File: config.mk
export PLATFORM = sky130hd
export DESIGN_NAME = multicycle_control
export DESIGN_NICKNAME = d
export VERILOG_FILES = /design/src/rtl/multicycle_control.sv
export SDC_FILE = /design/constraint.sdc
export NUM_CORES = 1
export LEC_CHECK = 0
export ABC_AREA = 0
export CAP_MARGIN = 20
export CORE_ASPECT_RATIO = 1.25
export CORE_MARGIN = 2
export CORE_UTILIZATION = 40
export CTS_CLUSTER_SIZE = 24
export DETAILED_ROUTE_END_ITERATION = 8
export PLACE_DENSITY = 0.67
export SLEW_MARGIN = 40
export SYNTH_ARGS = -nofsm -noshare
export SYNTH_HDL_FRONTEND = slang
export SYNTH_SLANG_ARGS = --single-unit
export TNS_END_PERCENT = 10
File: constraint.sdc
create_clock -name clk -period 2.8 [get_ports clk]
set_clock_uncertainty 0.2 [all_clocks]
set_input_delay 0.56 -clock clk [delete_from_list [all_inputs] [get_ports clk]]
set_output_delay 0.56 -clock clk [all_outputs]
set_load 0.01 [all_outputs]
File: src/rtl/multicycle_control.sv
// Main control FSM for the multi-cycle MIPS datapath: fetch/decode/execute/memory/writeback.
// Latency: 3 cycles (beq/bne/j), 4 (R-type, I-type, sw), 5 (lw) with zero memory wait states.
// Backpressure: FETCH/MEM_READ/MEM_WRITE wait on mem_ready; after MEM_TIMEOUT idle cycles, pulse bus_error.
module multicycle_control #(
    parameter int MEM_TIMEOUT = 15,
    parameter int TIMEOUT_W   = 4
) (
    input  logic       clk,
    input  logic       reset_n,
    input  logic [5:0] opcode,
    input  logic       alu_zero,
    input  logic       mem_ready,
    output logic [2:0] alu_operation,
    output logic       alu_src_a,
    output logic [1:0] alu_src_b,
    output logic [1:0] pc_source,
    output logic       pc_write,
    output logic       ir_write,
    output logic       i_or_d,
    output logic       mem_read,
    output logic       mem_write,
    output logic       reg_write,
    output logic       reg_dst,
    output logic       mem_to_reg,
    output logic       instr_done,
    output logic       bus_error
);

    localparam logic [5:0] OP_RTYPE = 6'b000000;
    localparam logic [5:0] OP_LW    = 6'b100011;
    localparam logic [5:0] OP_SW    = 6'b101011;
    localparam logic [5:0] OP_ADDI  = 6'b001000;
    localparam logic [5:0] OP_ANDI  = 6'b001100;
    localparam logic [5:0] OP_ORI   = 6'b001101;
    localparam logic [5:0] OP_BEQ   = 6'b000100;
    localparam logic [5:0] OP_BNE   = 6'b000101;
    localparam logic [5:0] OP_J     = 6'b000010;

    localparam logic [TIMEOUT_W-1:0] TIMEOUT_VAL = TIMEOUT_W'(MEM_TIMEOUT);

    typedef enum logic [3:0] {
        IDLE, FETCH, DECODE, MEM_ADDR, MEM_READ, MEM_WB,
        MEM_WRITE, EXEC_R, EXEC_I, ALU_WB, BRANCH, JUMP
    } state_t;

    state_t               state, state_next;
    logic [5:0]           op_q;
    logic [TIMEOUT_W-1:0] wait_cnt;
    logic                 wait_state;
    logic                 timeout;

    // Memory-facing states share one wait counter; completion in the timeout cycle wins.
    assign wait_state = (state == FETCH) || (state == MEM_READ) || (state == MEM_WRITE);
    assign timeout    = wait_state && !mem_ready && (wait_cnt == TIMEOUT_VAL);

    // State register.
    always_ff @(posedge clk or negedge reset_n) begin
        if (!reset_n) state <= IDLE;
        else          state <= state_next;
    end

    // Opcode is latched in DECODE so the IR-side opcode may change afterwards.
    always_ff @(posedge clk or negedge reset_n) begin
        if (!reset_n)              op_q <= OP_RTYPE;
        else if (state == DECODE)  op_q <= opcode;
    end

    // Wait counter: cleared on any state change or timeout, counts idle memory cycles.
    always_ff @(posedge clk or negedge reset_n) begin
        if (!reset_n)                   wait_cnt <= '0;
        else if (state_next != state)   wait_cnt <= '0;
        else if (timeout)               wait_cnt <= '0;
        else if (wait_state && !mem_ready) wait_cnt <= wait_cnt + 1'b1;
    end

    // Next-state and output decode; all outputs derive from state so reset zeroes them at once.
    always_comb begin
        state_next    = state;
        alu_operation = 3'b000;
        alu_src_a     = 1'b0;
        alu_src_b     = 2'b00;
        pc_source     = 2'b00;
        pc_write      = 1'b0;
        ir_write      = 1'b0;
        i_or_d        = 1'b0;
        mem_read      = 1'b0;
        mem_write     = 1'b0;
        reg_write     = 1'b0;
        reg_dst       = 1'b0;
        mem_to_reg    = 1'b0;
        instr_done    = 1'b0;
        bus_error     = 1'b0;
        case (state)
            IDLE: begin
                state_next = FETCH;
            end
            FETCH: begin
                mem_read  = 1'b1;
                alu_src_b = 2'b01;
                pc_write  = mem_ready;
                ir_write  = mem_ready;
                bus_error = timeout;
                if (mem_ready) state_next = DECODE;
            end
            DECODE: begin
                // Branch target is precomputed here in case the instruction is a branch.
                alu_src_b = 2'b11;
                case (opcode)
                    OP_RTYPE:                  state_next = EXEC_R;
                    OP_LW, OP_SW:              state_next = MEM_ADDR;
                    OP_ADDI, OP_ANDI, OP_ORI:  state_next = EXEC_I;
                    OP_BEQ, OP_BNE:            state_next = BRANCH;
                    OP_J:                      state_next = JUMP;
                    default: begin
                        bus_error  = 1'b1;
                        state_next = FETCH;
                    end
                endcase
            end
            MEM_ADDR: begin
                alu_src_a  = 1'b1;
                alu_src_b  = 2'b10;
                state_next = (op_q == OP_SW) ? MEM_WRITE : MEM_READ;
            end
            MEM_READ: begin
                mem_read  = 1'b1;
                i_or_d    = 1'b1;
                bus_error = timeout;
                if (mem_ready)    state_next = MEM_WB;
                else if (timeout) state_next = FETCH;
            end
            MEM_WB: begin
                reg_write  = 1'b1;
                mem_to_reg = 1'b1;
                instr_done = 1'b1;
                state_next = FETCH;
            end
            MEM_WRITE: begin
                mem_write  = 1'b1;
                i_or_d     = 1'b1;
                instr_done = mem_ready;
                bus_error  = timeout;
                if (mem_ready || timeout) state_next = FETCH;
            end
            EXEC_R: begin
                alu_src_a     = 1'b1;
                alu_operation = 3'b010;
                state_next    = ALU_WB;
            end
            EXEC_I: begin
                alu_src_a = 1'b1;
                alu_src_b = 2'b10;
                case (op_q)
                    OP_ANDI: alu_operation = 3'b101;
                    OP_ORI:  alu_operation = 3'b111;
                    default: alu_operation = 3'b100;
                endcase
                state_next = ALU_WB;
            end
            ALU_WB: begin
                reg_write  = 1'b1;
                reg_dst    = (op_q == OP_RTYPE);
                instr_done = 1'b1;
                state_next = FETCH;
            end
            BRANCH: begin
                alu_src_a     = 1'b1;
                alu_operation = 3'b001;
                pc_source     = 2'b01;
                pc_write      = (op_q == OP_BNE) ? ~alu_zero : alu_zero;
                instr_done    = 1'b1;
                state_next    = FETCH;
            end
            JUMP: begin
                pc_source  = 2'b10;
                pc_write   = 1'b1;
                instr_done = 1'b1;
                state_next = FETCH;
            end
            default: begin
                state_next = IDLE;
            end
        endcase
    end

endmodule

==> out/metrics.cfg, run 1 <==
[yosys]
syn_inst = 142
yosysUniqueCellTypes = 43
synth_ff_type = dfrtp_1
synth.net_count = 153
synth_area_per_cell_um2 = 8.25
synth-seq-area-share_pct = 29.9
ys_warn_count = 0
synth-seq-cells = 14
synthArstFlopShare_pct = 100
netlist_area_mm2 = 0.00117
synth-edff-count = 0

[floorplan]
die_x_um = 52.4
die_h_um = 64.5
initial_core_util_pct = 42.9
fp.coreArea_mm2 = 0.00273
num_rows = 21
dieArea_mm2 = 0.00338
io_pins = 28

[setup_path]
critical-path-top-delay-family = buffers and inverters
slowest_stage = clkdlybuf4s50_1
worstPathArrival_ns = 1.95
cp_num_buf_inv = 3
worstPathRequired_ns = 2.04
slowest_delay_ns = 0.55
crit_top_cell = clkdlybuf4s50_1
cp_max_fo = 4
critPathLaunchType = primary input
path_class = primary input to primary output
end_kind = primary output
cp_cell_sequence = clkdlybuf4s50_1, buf_4, and3_2, clkdlybuf4s50_1

[cts]
cts_hold_buf = 0
clk_latency_ns = 0.28
cts_root_buf = clkbuf_4
numCtsBuffers = 3
clock-sinks = 14
cts.clk_slew.worst_paths_ns = 0.08
htreeDepth = 1
cts_tree = built
clock_path_buffers = 2

[flow_run]
drv_cap = 0

[sta]
max_freq_mhz = 369
timing.final.crit_share_pct = 96.8
rsz0062_at_grt = no
maxSlewViolCount = 0
worst_pin_slew_ns = 0.634
setup_slack_ns = 0.0882
slew_headroom_pct = 57.6
fin_crit_ns = 2.71
setup_viol = 0
hold_violations = 0

[grt]
grt_max_degree = 21
groute.usage.overall_pct = 19.5
grt_pass1_vias = 1149
antenna_found_initial = 0
grt_pass1_wl_um = 5180
grt_overflow = 0

[power_and_ir_drop]
total_power_mw = 1.42
power_density_mw_per_mm2 = 875
ir_drop_mv = 0.524
power_leakage_nw = 0.692

[hold_path]
hold_path.class = flop to flop

[cells_and_area]
diodes = 0
drive_above_1_share_pct = 23.9
nNetsFinal = 196
stdcell_count = 218
syn_to_final_growth_pct = 38.5
utilization_pct = 59.3
stdcell_area_mm2 = 0.00162

[drt]
ant_nets = 0
routed_wl_um = 3030
drt_iter0_markers = 19
drt_pass1_iterations = 4
wire_per_inst_um = 13.9
drc = 0
vias = 1227
viasPerCell = 5.63

[outcome]
outcome = finished clean

[placement]
dpl_worst_slack_ns = -0.184
place_congestion = 0.806
dpl-instance-area_mm2 = 0.00155
dp_cells = 213
hpwl_um = 2380
port-buffer-count = 27

[sequential cells by signal, indices dropped and copies added, names as in the netlist]
name / flops
op_q: 6
state: 4
wait_cnt: 4
[layout by cell type (no fill, tap or decap), types with 2 or more instances in the layout]
cell / n
nand2_1: 7
nand2b_1: 9
o21ai_0: 6
o21ai_1: 2
a31oi_1: 2
nor2_1: 14
clkdlybuf4s50_1: 22
and2b_2: 2
nand3_1: 4
inv_1: 2
dfrtp_1: 13
a21oi_1: 11
nor2b_1: 7
mux2_2: 6
dlymetal6s2s_1: 3
nor4_1: 5
o22ai_1: 3
buf_4: 20
nor3_1: 12
o211ai_1: 2
clkbuf_4: 3
[worst paths after layout]
| kind | start | endpoint | slack [ns] | cells after the start |
|---|---|---|---|---|
| worst min register to register | wait_cnt[0]$_DFFE_PN0P_ | wait_cnt[0]$_DFFE_PN0P_ | 0.30 | 1 |
| max in group asynchronous | reset_n | state[2]$_DFF_PN0_ | 1.49 | 1 |
| min in group asynchronous | reset_n | state[1]$_DFF_PN0_ | 0.47 | 1 |
| worst max register to register | state[0]$_DFF_PN0_ | wait_cnt[3]$_DFFE_PN0P_ | 0.89 | 5 |
| worst min-delay path | wait_cnt[0]$_DFFE_PN0P_ | wait_cnt[0]$_DFFE_PN0P_ | 0.30 | 1 |
| worst max-delay path | mem_ready | ir_write | 0.09 | 4 |
[metrics by stage]
step / hold slack [ns] / setup TNS, ns
3_5_place_dp: 0.290 / -0.184
6_report: 0.299 / 0
4_1_cts: 0.303 / -0.0202
2_1_floorplan: 0.0644 / 0
5_1_grt: 0.328 / 0
3_3_place_gp: 0.282 / -0.197
[layout make-up]
| class | instances | area [um2] |
|---|---|---|
| fillers | 257 | 1110 |
| flip-flops and latches | 14 | 352 |
| well taps | 34 | 42.5 |
| clock buffers | 4 | 36.3 |
| inverters | 2 | 7.51 |
| multi-input cells | 117 | 762 |
| repair buffers | 47 | 422 |
[synth_stat cells (all sizes together), types with 4 or more instances]
master  count  share of area (%)
nor2       14                4.5
mux2        6                5.8
o21ai       8                3.4
clkbuf      9                6.3
nand2b     10                5.3
nand2       7                2.2
nor4        5                2.7
nor2b       7                3.7
nand3       4                1.7
nor3       12                5.1
a21oi      11                4.7
dfrtp      14                 30
[timing repair]
action,in CTS,in global routing
setup endpoints to repair,4,6
setup buffers,1,0
resized for setup,5,9
endpoints found under the hold margin,0,0
[power by group]
group          total (mW)  switching, mW  internal [mW]  leakage [nW]
clock network       0.142         0.0633         0.0791        0.0210
logic               0.912          0.452          0.460         0.496
registers           0.365         0.0834          0.281         0.176
[kinds of logic (layout without fill, tap and decap cells)]
group,Yosys count,in the layout,share of synthesized area [%]
AO/OA/AOI/OAI,37,37,20.4
multiplexers,7,7,6.62
XOR/XNOR,1,1,0.748
buffers and inverters,11,53,6.94
flip-flops,14,14,29.9
adder cells (fa/ha/maj),1,1,1.07
AND/OR/NAND/NOR,71,71,34.3
[metal layers]
metal	routed length (um)	vias up	GRT usage, %
met1	1370	575	26.7
met4	31	0	3.85
met3	142	6	2.53
met5	0	-	0
li1	-	613	-
met2	1490	33	32.7
Power figures use the tool's default switching activity.
==> inputs of run 2 (changes only) <==
--- a/config.mk
+++ b/config.mk
@@ -12,6 +12,7 @@
 export CORE_UTILIZATION = 40
 export CTS_CLUSTER_SIZE = 24
 export DETAILED_ROUTE_END_ITERATION = 8
+export GPL_TIMING_DRIVEN = 0
 export PLACE_DENSITY = 0.67
 export SLEW_MARGIN = 40
 export SYNTH_ARGS = -nofsm -noshare
==> constraint.sdc (replaced) <==
create_clock -name clk -period 2.8 [get_ports clk]
set_clock_uncertainty 0.2 [all_clocks]
set_input_delay 0.42 -clock clk [delete_from_list [all_inputs] [get_ports clk]]
set_output_delay 0.42 -clock clk [all_outputs]
set_load 0.01 [all_outputs]
==> run 2 against run 1 <==
Combinational power is 4.3% higher. Die area stayed put. First-iteration DRC count is 130% higher. Register-to-register slack better by 0.13 ns. Via count is 1.5% lower. Highest routed layer unchanged.
==> out/metrics.cfg, run 2 (synthesis gave the netlist of run 1 again) <==
[floorplan]
dieArea_mm2 = 0.00338
num_rows = 21
fp.coreArea_mm2 = 0.00273
die_h_um = 64.5
io_pins = 28
die_x_um = 52.4
initial_core_util_pct = 42.9

[sta]
worst_pin_slew_ns = 0.679
fin_crit_ns = 2.72
hold_violations = 0
max_freq_mhz = 367
setup_viol = 0
timing.final.crit_share_pct = 97.3
slew_headroom_pct = 54.6
rsz0062_at_grt = yes
maxSlewViolCount = 0

[cells_and_area]
nNetsFinal = 186
n_fill_cell = 261
mostFrequentLayoutCell = clkdlybuf4s50_1
syn_to_final_growth_pct = 32.2
drive_above_1_share_pct = 19.1
stdcell_area_mm2 = 0.00155
regMostFlops = op_q
largest_registers = op_q: 6 flops, state: 4 flops, wait_cnt: 4 flops
final_cell_mix = clkdlybuf4s50_1 (21), nor2_1 (14), dfrtp_1 (14)
diodes = 0
largest_reg_flops = 6

[cts]
numCtsBuffers = 3
cts_root_buf = clkbuf_4
htreeDepth = 1
clock-sinks = 14
clk_latency_ns = 0.28
clock_path_buffers = 2
cts_tree = built
cts.clk_slew.worst_paths_ns = 0.08

[grt]
groute.usage.overall_pct = 21.4
grt_max_degree = 15
grt_pass1_vias = 1154
grt_pass1_wl_um = 5570
antenna_found_initial = 0
grt_overflow = 0

[setup_path]
critPathLaunchType = flop
end_kind = primary output
cp_max_fo = 2
worstPathRequired_ns = 2.18
path_class = flop to primary output
cp_cell_sequence = or4b_4, o31a_1, o311ai_2, nand2b_1, dlygate4sd2_1
slowest_delay_ns = 0.55
slowest_stage = or4b_4
worstPathArrival_ns = 2.10

[hold_path]
hold_path.class = flop to flop

[power_and_ir_drop]
ir_drop_mv = 0.472
power_density_mw_per_mm2 = 927
total_power_mw = 1.43
power_leakage_nw = 0.618

[drt]
drt_pass1_iterations = 4
vias = 1208
ant_nets = 0
drc = 0
viasPerCell = 5.84
drt_iter0_markers = 44
routed_wl_um = 3320
wire_per_inst_um = 16.0

[placement]
port-buffer-count = 25
hpwl_um = 2430
place_congestion = 0.865
dpl-instance-area_mm2 = 0.00146

[flow_run]
drv_cap = 0

[outcome]
outcome = finished clean

-- run 2: changes by cell type in the layout (fill, tap and decap cells not counted), sizes merged --
cell	before	now
buf	20	3
clkbuf	5	12
clkdlybuf4s50	22	21
dlymetal6s2s	3	2
dlygate4sd2	1	2
-- run 2: per-stage QoR --
| stage | hold WS, ns | TNS (ns) | setup WS, ns | utilization, % | cells |
|---|---|---|---|---|---|
| 6_report | 0.295 | 0 | 0.0768 | 56.6 | 207 |
| 5_1_grt | 0.315 | -0.0580 | -0.0548 | 56.6 | 207 |
| 4_1_cts | 0.299 | -0.0308 | -0.0308 | 55.4 | 206 |
| 3_5_place_dp | 0.285 | -0.0645 | -0.0645 | 53.6 | 201 |
| 3_3_place_gp | 0.285 | -0.0635 | -0.0635 | 53.6 | 201 |
| 2_1_floorplan | -0.0756 | 0 | 0.677 | - | 142 |
-- run 2: cell type report --
class / count / area [um2] / area share [%]
clock buffer: 3 / 22.5 / 1.46
sequential: 14 / 350 / 22.6
tap: 34 / 42.5 / 2.75
buffer: 9 / 76.3 / 4.93
timing repair buffer: 28 / 275 / 17.8
inverter: 2 / 7.51 / 0.485
multi-input combinational: 117 / 773 / 50.0
-- run 2: critical path, delay by kind of cell, from the launching register on --
family / cells / cell delay [ns]
AOI/OAI and AO/OA: 2 / 0.51
DFF: 1 / 0.41
buffers and inverters: 1 / 0.28
and+or+nand+nor: 2 / 0.62
-- run 2: path summary, 6_finish.rpt --
check,slack (ns),depth (start not counted),end,start
worst max register to register,1.02,5,wait_cnt[3]$_DFFE_PN0P_,state[1]$_DFF_PN0_
max in group asynchronous,1.63,1,op_q[1]$_DFFE_PN0P_,reset_n
worst min register to register,0.29,1,wait_cnt[0]$_DFFE_PN0P_,wait_cnt[0]$_DFFE_PN0P_
min in group asynchronous,0.34,1,wait_cnt[3]$_DFFE_PN0P_,reset_n
worst min-delay path,0.29,1,wait_cnt[0]$_DFFE_PN0P_,wait_cnt[0]$_DFFE_PN0P_
worst max-delay path,0.08,5,pc_write,op_q[1]$_DFFE_PN0P_
-- run 2: timing repair --
item	in CTS	in global routing
pin swaps	0	1
gates resized for setup	5	10
setup endpoints to repair	2	7
buffers inserted	2	1
hold buffers	0	0
-- run 2: power by group --
| part | internal, mW | switching, mW | leakage (nW) | total (mW) |
|---|---|---|---|---|
| Clock | 0.0500 | 0.0652 | 0.0138 | 0.115 |
| Combinational | 0.475 | 0.476 | 0.427 | 0.951 |
| Sequential | 0.280 | 0.0881 | 0.177 | 0.368 |
| Total | 0.805 | 0.629 | 0.618 | 1.43 |
-- run 2: routing by layer --
metal / GRT usage, % / share of wire [%] / vias up
met1: 29.5 / 41 / 562
met3: 2.53 / 5.8 / 4
met2: 34.7 / 52 / 51
li1: - / - / 591
met4: 6.41 / 1.2 / 0
met5: 0 / 0 / -
